[src/rtl/spi_pkg.sv]
// rtl/spi_pkg.sv - shared state encoding and defaults for the SPI byte engine.
package spi_pkg;

    typedef enum logic [1:0] {
        ST_IDLE = 2'd0,
        ST_LOW  = 2'd1,
        ST_HIGH = 2'd2
    } spi_state_e;

    localparam logic [1:0] SS_NONE  = 2'b11;
    localparam int         DEF_DIV  = 2;
    localparam int         DEF_DIVW = 4;

endpackage

[src/rtl/spi_tick.sv]
// rtl/spi_tick.sv - SCK half-period divider; one-cycle tick when the count reaches DIV-1.
module spi_tick #(
    parameter int DIV  = 2,
    parameter int DIVW = 4
) (
    input  logic clk,
    input  logic rst_n,
    input  logic en,
    input  logic clr,
    output logic tick
);

    localparam logic [DIVW-1:0] LAST = DIVW'(DIV - 1);

    logic [DIVW-1:0] cnt_q, cnt_d;

    always_comb begin
        tick  = en && (cnt_q == LAST);
        cnt_d = cnt_q;
        if (clr || tick) begin
            cnt_d = '0;
        end else if (en) begin
            cnt_d = cnt_q + DIVW'(1);
        end
    end

    always_ff @(posedge clk or negedge rst_n) begin
        if (!rst_n) begin
            cnt_q <= '0;
        end else begin
            cnt_q <= cnt_d;
        end
    end

endmodule

[src/rtl/spi_byte_engine.sv]
// rtl/spi_byte_engine.sv - mode-0 MSB-first SPI byte shifter with nSS register.
// Optional SPI_BURST_EN adds a one-entry TX hold so transfers chain without an idle gap.
module spi_byte_engine
    import spi_pkg::*;
#(
    parameter int DIV  = DEF_DIV,
    parameter int DIVW = DEF_DIVW
) (
    input  logic       CLK,
    input  logic       nRESET,
    input  logic       START,
    input  logic [7:0] TXD,
    input  logic       SSWR,
    input  logic [1:0] SSEL,
    input  logic       MISO,
    output logic       SCK,
    output logic       MOSI,
    output logic [1:0] nSS,
    output logic [7:0] RXD,
    output logic       BUSY,
    output logic       READY,
    output logic       DONE
);

    spi_state_e state_q, state_d;
    logic       sck_q, sck_d;
    logic       mosi_q, mosi_d;
    logic [1:0] nss_q, nss_d;
    logic [7:0] rxd_q, rxd_d;
    logic [7:0] shreg_q, shreg_d;
    logic [2:0] bitcnt_q, bitcnt_d;
    logic       busy_q, busy_d;
    logic       done_q, done_d;
    logic       tick;
    logic       idle;
    logic       accept;
    logic       last_fall;

    assign idle      = (state_q == ST_IDLE);
    assign accept    = START && READY;
    assign last_fall = (state_q == ST_HIGH) && tick && (bitcnt_q == 3'd0);

    spi_tick #(
        .DIV  (DIV),
        .DIVW (DIVW)
    ) u_tick (
        .clk   (CLK),
        .rst_n (nRESET),
        .en    (!idle),
        .clr   (idle),
        .tick  (tick)
    );

`ifdef SPI_BURST_EN
    logic [7:0] hold_q, hold_d;
    logic       holdfull_q, holdfull_d;
    assign READY = !holdfull_q;
`else
    assign READY = !busy_q;
`endif

    always_comb begin
        state_d  = state_q;
        sck_d    = sck_q;
        mosi_d   = mosi_q;
        nss_d    = nss_q;
        rxd_d    = rxd_q;
        shreg_d  = shreg_q;
        bitcnt_d = bitcnt_q;
        busy_d   = busy_q;
        done_d   = 1'b0;
`ifdef SPI_BURST_EN
        hold_d     = hold_q;
        holdfull_d = holdfull_q;
        // Park a byte arriving mid-transfer; the final-fall branch takes a same-cycle START directly.
        if (accept && !idle && !last_fall) begin
            hold_d     = TXD;
            holdfull_d = 1'b1;
        end
`endif

        if (SSWR && idle) begin
            nss_d = SSEL;
        end

        case (state_q)
            ST_IDLE: begin
                if (accept) begin
                    busy_d   = 1'b1;
                    mosi_d   = TXD[7];
                    shreg_d  = TXD;
                    bitcnt_d = 3'd7;
                    state_d  = ST_LOW;
                end
            end
            ST_LOW: begin
                if (tick) begin
                    sck_d   = 1'b1;
                    shreg_d = {shreg_q[6:0], MISO};
                    state_d = ST_HIGH;
                end
            end
            ST_HIGH: begin
                if (tick) begin
                    sck_d = 1'b0;
                    if (bitcnt_q != 3'd0) begin
                        bitcnt_d = bitcnt_q - 3'd1;
                        mosi_d   = shreg_q[7];
                        state_d  = ST_LOW;
                    end else begin
                        rxd_d   = shreg_q;
                        done_d  = 1'b1;
                        busy_d  = 1'b0;
                        mosi_d  = 1'b1;
                        state_d = ST_IDLE;
`ifdef SPI_BURST_EN
                        if (holdfull_q || START) begin
                            busy_d     = 1'b1;
                            shreg_d    = holdfull_q ? hold_q : TXD;
                            mosi_d     = holdfull_q ? hold_q[7] : TXD[7];
                            bitcnt_d   = 3'd7;
                            state_d    = ST_LOW;
                            holdfull_d = 1'b0;
                        end
`endif
                    end
                end
            end
            default: begin
                state_d = ST_IDLE;
            end
        endcase
    end

    always_ff @(posedge CLK or negedge nRESET) begin
        if (!nRESET) begin
            state_q  <= ST_IDLE;
            sck_q    <= 1'b0;
            mosi_q   <= 1'b1;
            nss_q    <= SS_NONE;
            rxd_q    <= 8'h00;
            shreg_q  <= 8'h00;
            bitcnt_q <= 3'd7;
            busy_q   <= 1'b0;
            done_q   <= 1'b0;
`ifdef SPI_BURST_EN
            hold_q     <= 8'h00;
            holdfull_q <= 1'b0;
`endif
        end else begin
            state_q  <= state_d;
            sck_q    <= sck_d;
            mosi_q   <= mosi_d;
            nss_q    <= nss_d;
            rxd_q    <= rxd_d;
            shreg_q  <= shreg_d;
            bitcnt_q <= bitcnt_d;
            busy_q   <= busy_d;
            done_q   <= done_d;
`ifdef SPI_BURST_EN
            hold_q     <= hold_d;
            holdfull_q <= holdfull_d;
`endif
        end
    end

    assign SCK  = sck_q;
    assign MOSI = mosi_q;
    assign nSS  = nss_q;
    assign RXD  = rxd_q;
    assign BUSY = busy_q;
    assign DONE = done_q;

endmodule

[config.mk]
export PLATFORM = sky130hd
export DESIGN_NAME = spi_byte_engine
export DESIGN_NICKNAME = d
export VERILOG_FILES = /design/src/rtl/spi_pkg.sv /design/src/rtl/spi_tick.sv /design/src/rtl/spi_byte_engine.sv
export SDC_FILE = /design/constraint.sdc
export NUM_CORES = 1
export LEC_CHECK = 0
export CAP_MARGIN = 20
export CORE_MARGIN = 2
export CORE_UTILIZATION = 35
export CTS_CLUSTER_SIZE = 30
export DETAILED_ROUTE_END_ITERATION = 10
export PLACE_DENSITY = 0.59
export SYNTH_ARGS = -nofsm -noshare
export SYNTH_HDL_FRONTEND = slang
export SYNTH_SLANG_ARGS = --single-unit
[constraint.sdc]
create_clock -name CLK -period 2.4 [get_ports CLK]
set_clock_uncertainty 0.2 [all_clocks]
set_input_delay 0.36 -clock CLK [delete_from_list [all_inputs] [get_ports CLK]]
set_output_delay 0.36 -clock CLK [all_outputs]
set_load 0.02 [all_outputs]
# == Yosys cells after proc, flatten, opt, wreduce, memory -nomap -nowiden ==
# Cells that the tools add are included.
# totals
regBits,31
out_inout_bits,15
# op_classes
addsub,2
n_eq_ne,9
muxes,28
bitwise,1
n_reduce_logical,18
# op_table
cell,n
2-to-1 mux 8 bit,2
one-hot mux 8 bit (2 select lines),1
AND reduction 3 bit,5
2-to-1 mux 1 bit,12
2-to-1 mux 3 bit,3
2-to-1 mux 4 bit,2
AND reduction 4 bit,2
2-to-1 mux 2 bit,3
inequality test 2 x 1 -> 1 bit (second input constant),3
inequality test 2 bit (second input constant),3
one-hot mux 1 bit (2 select lines),3
one-hot mux 2 bit (3 select lines),1
one-hot mux 3 bit (2 select lines),1
nonzero test 2 bit,3
adder 4 x 1 -> 4 bit (second input constant),1
equality test 4 x 1 -> 1 bit (second input constant),1
logical AND 1 bit,3
nonzero test 3 bit,1
subtractor 3 x 1 -> 3 bit (second input constant),1
equality test 2 x 1 -> 1 bit (second input constant),1
equality test 2 bit (second input constant),1
logical NOT 1 bit,2
logical NOT 2 bit,1
logical OR 1 bit,1
inverter 1 bit,1

# == Logic depth before layout (Yosys ltp) ==
# Gate-level depths: netlist (run 1).
# depth
depth_word,5
mapped_depth,6

# == Cells and area by module ==
# Synthesis (run 1) repeated with hierarchy kept, for this count alone.
# hier_totals
hier_cells,127
hier_area_um2,1535.2
# by_module_without_submodules
module,instances,cells_each,area_each_um2,seq_area_each_um2
spi_byte_engine,1,108,1317.5,683.2
spi_tick,1,19,217.7,100.1

# == Least setup slack after synthesis (run 1) ==
# OpenSTA, ideal clock, no wires.
# synth_path
path_type,reg2reg
from,register u_tick.cnt_q[1]
to,register shreg_q[2]
setup_ns,0.119
t_arrival_ns,1.525
required_time_ns,2.081
path_slack_ns,0.556
path_stages_with_launch,7
path_buffers,1
synth_period_minus_slack_ns,1.844
cell_sequence,dfrtp_1 -> inv_1 -> ha_1 -> or3b_4 -> buf_2 -> o32a_1 -> o21a_1
# synth_via
elab_chain_cells,4
# synth_rtl
item,line_no,text
"start, declared",spi_tick.sv:15,"logic [DIVW-1:0] cnt_q, cnt_d;"
"start signal, assigned",spi_tick.sv:31,cnt_q <= cnt_d;
equality test 4 x 1 -> 1 bit,spi_tick.sv:18,tick = en && (cnt_q == LAST);
logical AND 1 bit,spi_tick.sv:18,
inequality test 2 bit (no source line),--,
AND reduction 3 bit (no source line),--,
"end signal, assigned",spi_byte_engine.sv:156,shreg_q <= shreg_d;
"end, declared",spi_byte_engine.sv:30,"logic [7:0] shreg_q, shreg_d;"
# Every way passes these cells.
# A chain may end at the register's enable or synchronous reset.

# == Worst setup path after layout (run 1) ==
# layout_path
from,register mosi_q (netlist: MOSI)
to,output MOSI
# layout_lines
item,line_no,text
"start, declared",spi_byte_engine.sv:27,"logic mosi_q, mosi_d;"
"start signal, assigned",spi_byte_engine.sv:153,mosi_q <= mosi_d;
"end, declared",spi_byte_engine.sv:17,"output logic MOSI,"
# No word-level cell between the ends.

==> summary.md, run 1 <==
| Metric | Value |
|---|---|
| Post-CTS sizing | `0` |
| Final Cycle Share | `0.8222` |
| Antenna violations before repair | `0` |
| Critical path buffers and inverters | `1` |
| R2r startpoint | `u_tick.cnt_q[1]` |
| Critical path origin | `MOSI` |
| FF+latch count, synth | `31` |
| Proportion of synthesized area in mux cells | `0.09532` |
| Crit. End Element | `output pin` |
| Synthesized area | `1391 um2` |
| CP cell instances | `clkdlybuf4s50_1` |
| Status | `completed` |
| Commonest non-fill, non-tap cells in the layout | `clkdlybuf4s50_1 (29), dfrtp_1 (25), mux2_2 (10)` |
| Leak Pwr | `0.7844 nW` |
| 1st-pass router iterations | `4` |
| EDFF count, synth | `0` |
| Critical Path RT | `1840 ps` |
| Max clock buf depth | `2` |
| Htree depth | `2` |
| Detailed placement HPWL | `1985 um` |
| Ant. Diodes | `0` |
| Number of global-route vias before repair | `1069` |
| DR WL/cell | `14.41 um` |
| DRT Wirelength | `2796 um` |
| Number of nets with antenna violations after routing | `0` |
| Synth warn | `0` |
| Min cycle time layout | `1973 ps` |
| Post-synthesis xor/xnor area fraction | `0.01259` |
| Tot GR Track Use | `0.1518` |
| Core Box Area | `3744 um2` |
| I/O pins | `30` |
| Largest net degree at the start of global routing | `32` |
| Synth Area in Compound Gates | `0.1601` |
| Kind of critical path | `flop to output pin` |
| Fillers | `362` |
| Synthesis-to-finish area growth | `31.65%` |
| Ys async rst share | `1.000` |
| Relative slew slack | `0.7020` |
| Starting DRT DRC Count | `29` |
| CTS Hold Bufs | `0` |
| Most common cell after layout, fill and taps aside | `clkdlybuf4s50_1` |
| CTS tree | `yes` |
| Post-synthesis average cell area | `12.76 um2` |
| Power Dens Cells | `1033 nW/um2` |
| Most common flop cell mapped by yosys | `dfrtp_1` |
| Actual slew at the worst max-slew pin | `447.0 ps` |
| Startpoint Class | `flop` |
| CP max FO | `2` |
| Crit path max-delay family | `buffers and inverters` |
| Max Clk Rate | `506.8 MHz` |
| Share of cells above drive strength 1 | `0.2192` |
| Cells after Synth | `109` |
| Drt drc | `0` |
| Die Span X | `67.05 um` |
| Root Buffer | `clkbuf_8` |
| Synth unique cells | `33` |
| Sink Count | `31` |
| Max-slew violation count | `0` |
| # rows | `22` |
| Die area | `4496 um2` |
| Sum Neg Setup Slack | `0 ps` |
| Cts bufs inserted | `5` |
| Slowest stage cell, crit path | `clkdlybuf4s50_1` |
| Worst ir drop on vdd | `0.4261 mV` |
| Fin. Hold Viols | `0` |
| Postcts setup bufs | `0` |
| Final nets | `164` |
| First-pass GRT wire length | `4981 um` |
| MaxCap Viol Count | `0` |
| DR vias | `974` |
| Initial Utilization | `0.3717` |
| Clk Latency, worst-skew pair | `280 ps` |
| Die Ht | `67.05 um` |
| Clk slew on worst S/H paths | `60 ps` |
| Design Power | `1.892 mW` |
| Critical path arrival | `1410 ps` |
| Crit-path max cell delay | `590 ps` |
| RSZ-0062 raised after global routing | `no` |
| Global placer's final weighted congestion | `0.7323` |
| Largest family of logic cells by synthesized area | `compound AO/OA/AOI/OAI gates` |
| Via/cell ratio | `5.021` |
| Synth Area in Adders | `0.03597` |
| Setup-failing EPs final | `0` |
| Overflow after GRT | `0` |
| Seq/Total Area, Yosys | `0.5629` |
| PortBufs | `29` |
| Synth Net Count | `128` |
| Post-Synth Simple-Gate Area | `0.1070` |
| Hold crit path type | `input port to asynchronous set/reset pin` |
-- through the flow --
step	util	instances	cell area, um2	setup slack, ps	hold WS [ps]
3_3_place_gp	0.4676	186	1750	261.2	282.1
6_report	0.4893	194	1832	426.8	267.9
5_1_grt	0.4893	194	1832	342.0	301.8
3_5_place_dp	0.4676	186	1750	231.5	292.4
2_1_floorplan	-	109	1391	556.2	-135.6
4_1_cts	0.4893	194	1832	413.0	275.3
-- cell usage after synthesis, types with 2 or more instances --
master / n / area [um2]
dfrtp_1: 25 / 625.6
mux2_2: 10 / 112.6
o32a_1: 9 / 90.09
nor2_1: 8 / 30.03
o21a_1: 8 / 60.06
dfstp_2: 6 / 157.7
inv_1: 6 / 22.52
ha_1: 4 / 50.05
nor3_1: 3 / 15.01
buf_2: 2 / 10.01
mux2i_1: 2 / 20.02
nand2b_1: 2 / 12.51
nor2b_1: 2 / 12.51
o211ai_1: 2 / 15.01
o21ai_0: 2 / 10.01
-- area by class of cell --
type	count	area, um2	area share
flip-flops and latches	31	783.3	0.4276
well taps	48	60.06	0.03279
inverters	6	22.52	0.01230
repair buffers	32	312.8	0.1708
clock buffers	7	76.32	0.04167
multi-input cells	69	571.8	0.3122
clock inverters	1	5.005	0.002732
-- report_power, final --
group	total [mW]	internal [mW]	switching, mW
combinational	0.656	0.328	0.328
sequential	0.849	0.717	0.132
clock	0.387	0.203	0.185
-- sequential cells by signal, summed over array words and instances, names as in the netlist --
name          cells
RXD               8
shreg_q           8
u_tick.cnt_q      4
bitcnt_q          3
nSS               2
state_q           2
BUSY              1
DONE              1
MOSI              1
SCK               1
-- final timing paths --
| check | endpoint | slack [ps] | cells past startpoint |
|---|---|---|---|
| setup / recovery | MOSI | 430 | 1 |
| hold / removal | DONE | 270 | 2 |
| setup reg to reg | bitcnt_q[1] | 440 | 5 |
| hold reg to reg | RXD[5] | 300 | 1 |
| max in group asynchronous | nSS[1] | 1410 | 2 |
| min in group CLK | RXD[5] | 300 | 1 |
-- cell families after synthesis --
| logic type | count (synthesis) |
|---|---|
| AO/OA/AOI/OAI | 27 |
| XOR/XNOR | 2 |
| adder cells (fa/ha/maj) | 4 |
| buffers and inverters | 9 |
| flip-flops | 31 |
| multiplexers | 12 |
| AND/OR/NAND/NOR | 24 |
-- layer usage --
| metal | GRT usage | routed length (um) | up-vias |
|---|---|---|---|
| met3 | 0.04223 | 125 | 7 |
| li1 | - | - | 471 |
| met4 | 0.07653 | 63 | 0 |
| met5 | 0 | 0 | - |
| met2 | 0.2401 | 1334 | 20 |
| met1 | 0.1882 | 1273 | 476 |
Note: power is estimated with default switching activity, not from simulation.
==> run 2: changes to the inputs <==
==> constraint.sdc (replaced) <==
create_clock -name CLK -period 1.89 [get_ports CLK]
set_clock_uncertainty 0.2 [all_clocks]
set_input_delay 0.2835 -clock CLK [delete_from_list [all_inputs] [get_ports CLK]]
set_output_delay 0.2835 -clock CLK [all_outputs]
set_load 0.02 [all_outputs]
==> summary.md, run 2 (synthesized netlist as in run 1, its figures left out) <==
| Metric | Value |
|---|---|
| Crit. End Element | `flop` |
| Tot GR Track Use | `0.1563` |
| Power Dens Cells | `1336 nW/um2` |
| DR WL/cell | `15.00 um` |
| CP max FO | `5` |
| Core Box Area | `3744 um2` |
| Ant. Diodes | `0` |
| CTS tree | `yes` |
| 1st-pass router iterations | `4` |
| Sink Count | `31` |
| Max clock buf depth | `2` |
| Critical path arrival | `1870 ps` |
| Status | `complete, but fails checks` |
| DR vias | `1039` |
| Min cycle time layout | `1895 ps` |
| Fin. Hold Viols | `0` |
| Most common cell after layout, fill and taps aside | `clkdlybuf4s50_1` |
| Actual slew at the worst max-slew pin | `475.6 ps` |
| Worst ir drop on vdd | `0.6100 mV` |
| Die Ht | `67.05 um` |
| # rows | `22` |
| MaxCap Viol Count | `0` |
| Detailed placement HPWL | `2060 um` |
| Max-slew violation count | `0` |
| Drt drc | `0` |
| Overflow after GRT | `0` |
| Die area | `4496 um2` |
| PnR worst setup slack | `-5.308 ps` |
| Initial Utilization | `0.3717` |
| Via/cell ratio | `5.068` |
| Post-Place Cells | `192` |
| Share of cells above drive strength 1 | `0.2866` |
| Root Buffer | `clkbuf_8` |
| Cts bufs inserted | `5` |
| Leak Pwr | `0.8538 nW` |
| Critical Path RT | `1860 ps` |
| RSZ-0062 raised after global routing | `yes` |
| Antenna violations before repair | `0` |
| Fillers | `345` |
| Largest net degree at the start of global routing | `32` |
| I/O pins | `30` |
| Number of global-route vias before repair | `1107` |
| Die Span X | `67.05 um` |
| PortBufs | `29` |
| Setup-failing EPs final | `3` |
| Kind of critical path | `flop to flop` |
| Final Cycle Share | `1.003` |
| Hold crit path type | `input port to asynchronous set/reset pin` |
| Global placer's final weighted congestion | `0.7863` |
| Layout Cells excl Fill | `205` |
| Commonest non-fill, non-tap cells in the layout | `clkdlybuf4s50_1 (26), dfrtp_1 (25), buf_4 (12)` |
| Clk Latency, worst-skew pair | `290 ps` |
| Clk slew on worst S/H paths | `70 ps` |
| Htree depth | `2` |
| Number of nets with antenna violations after routing | `0` |
| Synthesis-to-finish area growth | `41.01%` |
| Final nets | `175` |
| Relative slew slack | `0.6829` |
| Final Util | `0.5241` |
| Violated checks | `negative setup slack` |
| DRT Wirelength | `3076 um` |
| Startpoint Class | `flop` |
| Fin Hold WS | `195.9 ps` |
| Max Clk Rate | `527.6 MHz` |
| First-pass GRT wire length | `5126 um` |
| Starting DRT DRC Count | `39` |
==> run 2: changes by cell type in the layout (fill, tap and decap cells not counted), sizes merged <==
| cell | previous run | this run |
|---|---|---|
| buf | 3 | 13 |
| clkdlybuf4s50 | 29 | 26 |
| dlygate4sd2 | 0 | 3 |
| clkbuf | 7 | 8 |
| clkinv | 1 | 0 |
| nand3 | 2 | 3 |
==> run 2: repair_timing <==
| action | 4_1_cts | 5_1_grt |
|---|---|---|
| setup buffers | 3 | 1 |
| setup endpoints to repair | 13 | 20 |
| pin swaps | 0 | 0 |
| gates resized for setup | 4 | 2 |
| hold buffers | 0 | 0 |
| cloned | 0 | 1 |
==> run 2: per-layer routing <==
layer,up-vias,global-route usage,part of all wire
met5,-,0,0
met2,25,0.2512,0.49
met4,0,0.06633,0.016
li1,490,-,-
met1,519,0.1899,0.44
met3,5,0.05236,0.051
==> run 2: cell type report <==
class | count | area (um2) | area share
tap | 48 | 60.06 | 0.03061
inverter | 6 | 22.52 | 0.01148
timing repair buffer | 42 | 396.6 | 0.2022
sequential | 31 | 783.3 | 0.3992
clock buffer | 8 | 100.1 | 0.05102
multi-input combinational | 70 | 599.3 | 0.3055
==> run 2: worst paths after layout <==
| kind | to | startpoint | cells after the start | slack, ps |
|---|---|---|---|---|
| max | shreg_q[6] | u_tick.cnt_q[1] | 6 | -5 |
| max reg2reg | shreg_q[6] | u_tick.cnt_q[1] | 6 | -5 |
| min reg2reg | RXD[7] | RXD[7] | 1 | 310 |
| min in group CLK | RXD[7] | RXD[7] | 1 | 310 |
| min | RXD[5] | nRESET | 2 | 200 |
| max in group asynchronous | bitcnt_q[0] | nRESET | 2 | 970 |
==> run 2: through the flow <==
step | worst slack [ps] | area (um2) | TNS, ps | power (mW)
4_1_cts | 6.650 | 1934 | 0 | 2.604
5_1_grt | -86.79 | 1962 | -995.5 | 2.800
3_5_place_dp | -110.8 | 1795 | -923.1 | 1.988
2_1_floorplan | 46.18 | 1391 | 0 | 1.602
3_3_place_gp | -89.39 | 1795 | -613.1 | 1.957
6_report | -5.308 | 1962 | -7.197 | 2.620
==> run 2: power breakdown <==
group          internal, mW  switching, mW  total [mW]
clock network         0.332          0.241       0.573
registers             0.910          0.148        1.06
logic                 0.501          0.488       0.989
==> run 2: worst max-delay path: stages, from the launching register on <==
cell and delay (ps):
dfrtp_1 370, inv_1 60, ha_1 140, or3b_4 420, buf_4 170, o32a_1 320, o21a_1 100
==> run 3: changes to the inputs <==
--- a/config.mk
+++ b/config.mk
@@ -7,10 +7,10 @@
 export LEC_CHECK = 0
 export CAP_MARGIN = 20
 export CORE_MARGIN = 2
-export CORE_UTILIZATION = 35
+export CORE_UTILIZATION = 49
 export CTS_CLUSTER_SIZE = 30
 export DETAILED_ROUTE_END_ITERATION = 10
-export PLACE_DENSITY = 0.59
+export PLACE_DENSITY = 0.77
 export SYNTH_ARGS = -nofsm -noshare
 export SYNTH_HDL_FRONTEND = slang
 export SYNTH_SLANG_ARGS = --single-unit
==> summary.md, run 3 (synthesized netlist as in run 1, its figures left out) <==
| Metric | Value |
|---|---|
| Status | `completed` |
| Max Clk Rate | `530.8 MHz` |
| Overflow after GRT | `0` |
| Slowest stage cell, crit path | `or3_4` |
| Crit-path max cell delay | `430 ps` |
| Max clock buf depth | `2` |
| Largest net degree at the start of global routing | `32` |
| Fin Hold WS | `127.6 ps` |
| Root Buffer | `clkbuf_4` |
| FF+latch area | `783.3 um2` |
| DR WL/cell | `16.01 um` |
| Worst ir drop on vdd | `0.8637 mV` |
| Max-slew violation count | `0` |
| Sink Count | `31` |
| Setup WS pre-CTS | `-113.1 ps` |
| Internal Power | `1.551 mW` |
| Critical Path RT | `1960 ps` |
| Antenna violations before repair | `0` |
| Critical path arrival | `1950 ps` |
| Actual slew at the worst max-slew pin | `428.4 ps` |
| CP max FO | `7` |
| PnR worst setup slack | `5.901 ps` |
| Min cycle time layout | `1884 ps` |
| Sum Neg Setup Slack | `0 ps` |
| Clk Latency, worst-skew pair | `340 ps` |
| Cts bufs inserted | `5` |
| Initial Utilization | `0.5089` |
| Hold crit path type | `input port to asynchronous set/reset pin` |
| Final nets | `174` |
| Kind of critical path | `flop to flop` |
| R2R depth | `5` |
| Ant. Diodes | `0` |
| Startpoint Class | `flop` |
| Crit. End Element | `flop` |
| Tot GR Track Use | `0.2005` |
| Share of cells above drive strength 1 | `0.2949` |
| DRT Wirelength | `2993 um` |
| PortBufs | `29` |
| Number of nets with antenna violations after routing | `0` |
| Commonest non-fill, non-tap cells in the layout | `dfrtp_1 (25), clkdlybuf4s50_1 (24), buf_4 (11)` |
| Die Span X | `57.29 um` |
| Final Cycle Share | `0.9969` |
| # rows | `19` |
| Fin. Hold Viols | `0` |
| Setup-failing EPs final | `0` |
| Relative slew slack | `0.7138` |
| DR vias | `1069` |
| Via/cell ratio | `5.717` |
| Sequential share of power | `0.441` |
| Number of global-route vias before repair | `1064` |
| Leak Pwr | `0.8330 nW` |
| Multi-input gate area | `615.6 um2` |
| Clk slew on worst S/H paths | `100 ps` |
| Power Dens Cells | `1272 nW/um2` |
| Htree depth | `2` |
| Clock network fraction of total power | `0.171` |
| Design Power | `2.404 mW` |
| Final Util | `0.6915` |
| RSZ-0062 raised after global routing | `yes` |
| Starting DRT DRC Count | `16` |
| I/O pins | `30` |
| MaxCap Viol Count | `0` |
| Net Sw Power | `0.8533 mW` |
| CTS Hold Bufs | `0` |
| Drt drc | `0` |
| Detailed placement HPWL | `2060 um` |
| Fillers | `197` |
| First-pass GRT wire length | `4864 um` |
| 1st-pass router iterations | `4` |
| Die area | `3282 um2` |
| Global placer's final weighted congestion | `0.7923` |
| Core Box Area | `2734 um2` |
| Synthesis-to-finish area growth | `35.88%` |
| Most common cell after layout, fill and taps aside | `dfrtp_1` |
| Sw Share | `0.3549` |
| Combinational Power Share | `0.387` |
| CP cell instances | `inv_2, ha_4, or3b_4, or3_4, mux2i_1` |
| CTS tree | `yes` |
| Die Ht | `57.29 um` |
## run 3: cell count changes in the layout (fill, tap and decap cells not counted), sizes merged
cell	before	now
buf	13	11
clkdlybuf4s50	26	24
clkbuf	8	7
clkinv	0	1
dlygate4sd2	3	4
dlymetal6s2s	0	1
or3b	1	2
## run 3: per-stage QoR
stage          std cells  cell area, um2
6_report             187            1891
5_1_grt              187            1891
4_1_cts              184            1837
3_5_place_dp         175            1774
3_3_place_gp         175            1774
2_1_floorplan        109            1391
## run 3: cell type report
type / count / area share
inverter: 6 / 0.01191
timing repair buffer: 40 / 0.1959
tap: 31 / 0.02052
multi-input combinational: 71 / 0.3256
sequential: 31 / 0.4143
clock inverter: 1 / 0.002647
clock buffer: 7 / 0.02912
## run 3: layer usage
layer  global-route usage  share of wire  up-vias
met4              0.08306          0.018        0
met1               0.2703           0.45      538
li1                     -              -      498
met2               0.2906           0.48       28
met3              0.07937          0.050        5
met5                    0              0        -
## run 3: timing repair
action,in CTS,in global routing
gates cloned,0,2
setup buffers,1,1
resized for setup,4,7
endpoints found under the setup margin,14,21
pin swaps,0,1
## run 3: path summary, 6_finish.rpt
check,startpoint,end,slack [ps]
hold / removal,nRESET,BUSY,130
setup reg to reg,u_tick.cnt_q[1],bitcnt_q[1],6
max in group asynchronous,nRESET,nSS[1],1040
setup / recovery,u_tick.cnt_q[1],bitcnt_q[1],6
hold reg to reg,RXD[6],RXD[6],320
min in group CLK,RXD[6],RXD[6],320
## run 3: worst max-delay path: cells and delay by family, from the launching register on
family | cells | cell delay (ps)
simple gates | 2 | 850
buf+inv | 1 | 70
fa+ha+maj | 1 | 130
mux | 1 | 160
flops | 1 | 400
## run 3: power by group through the flow
| stage | Clock [mW] | Sequential (mW) | Combinational, mW |
|---|---|---|---|
| detailed placement | 0 | 1.07 | 0.913 |
| CTS | 0.421 | 1.06 | 0.896 |
| floorplan | 0 | 1.12 | 0.479 |
| global route | 0.453 | 1.09 | 1.03 |
| finish | 0.412 | 1.06 | 0.931 |
| global placement | 0 | 1.05 | 0.872 |
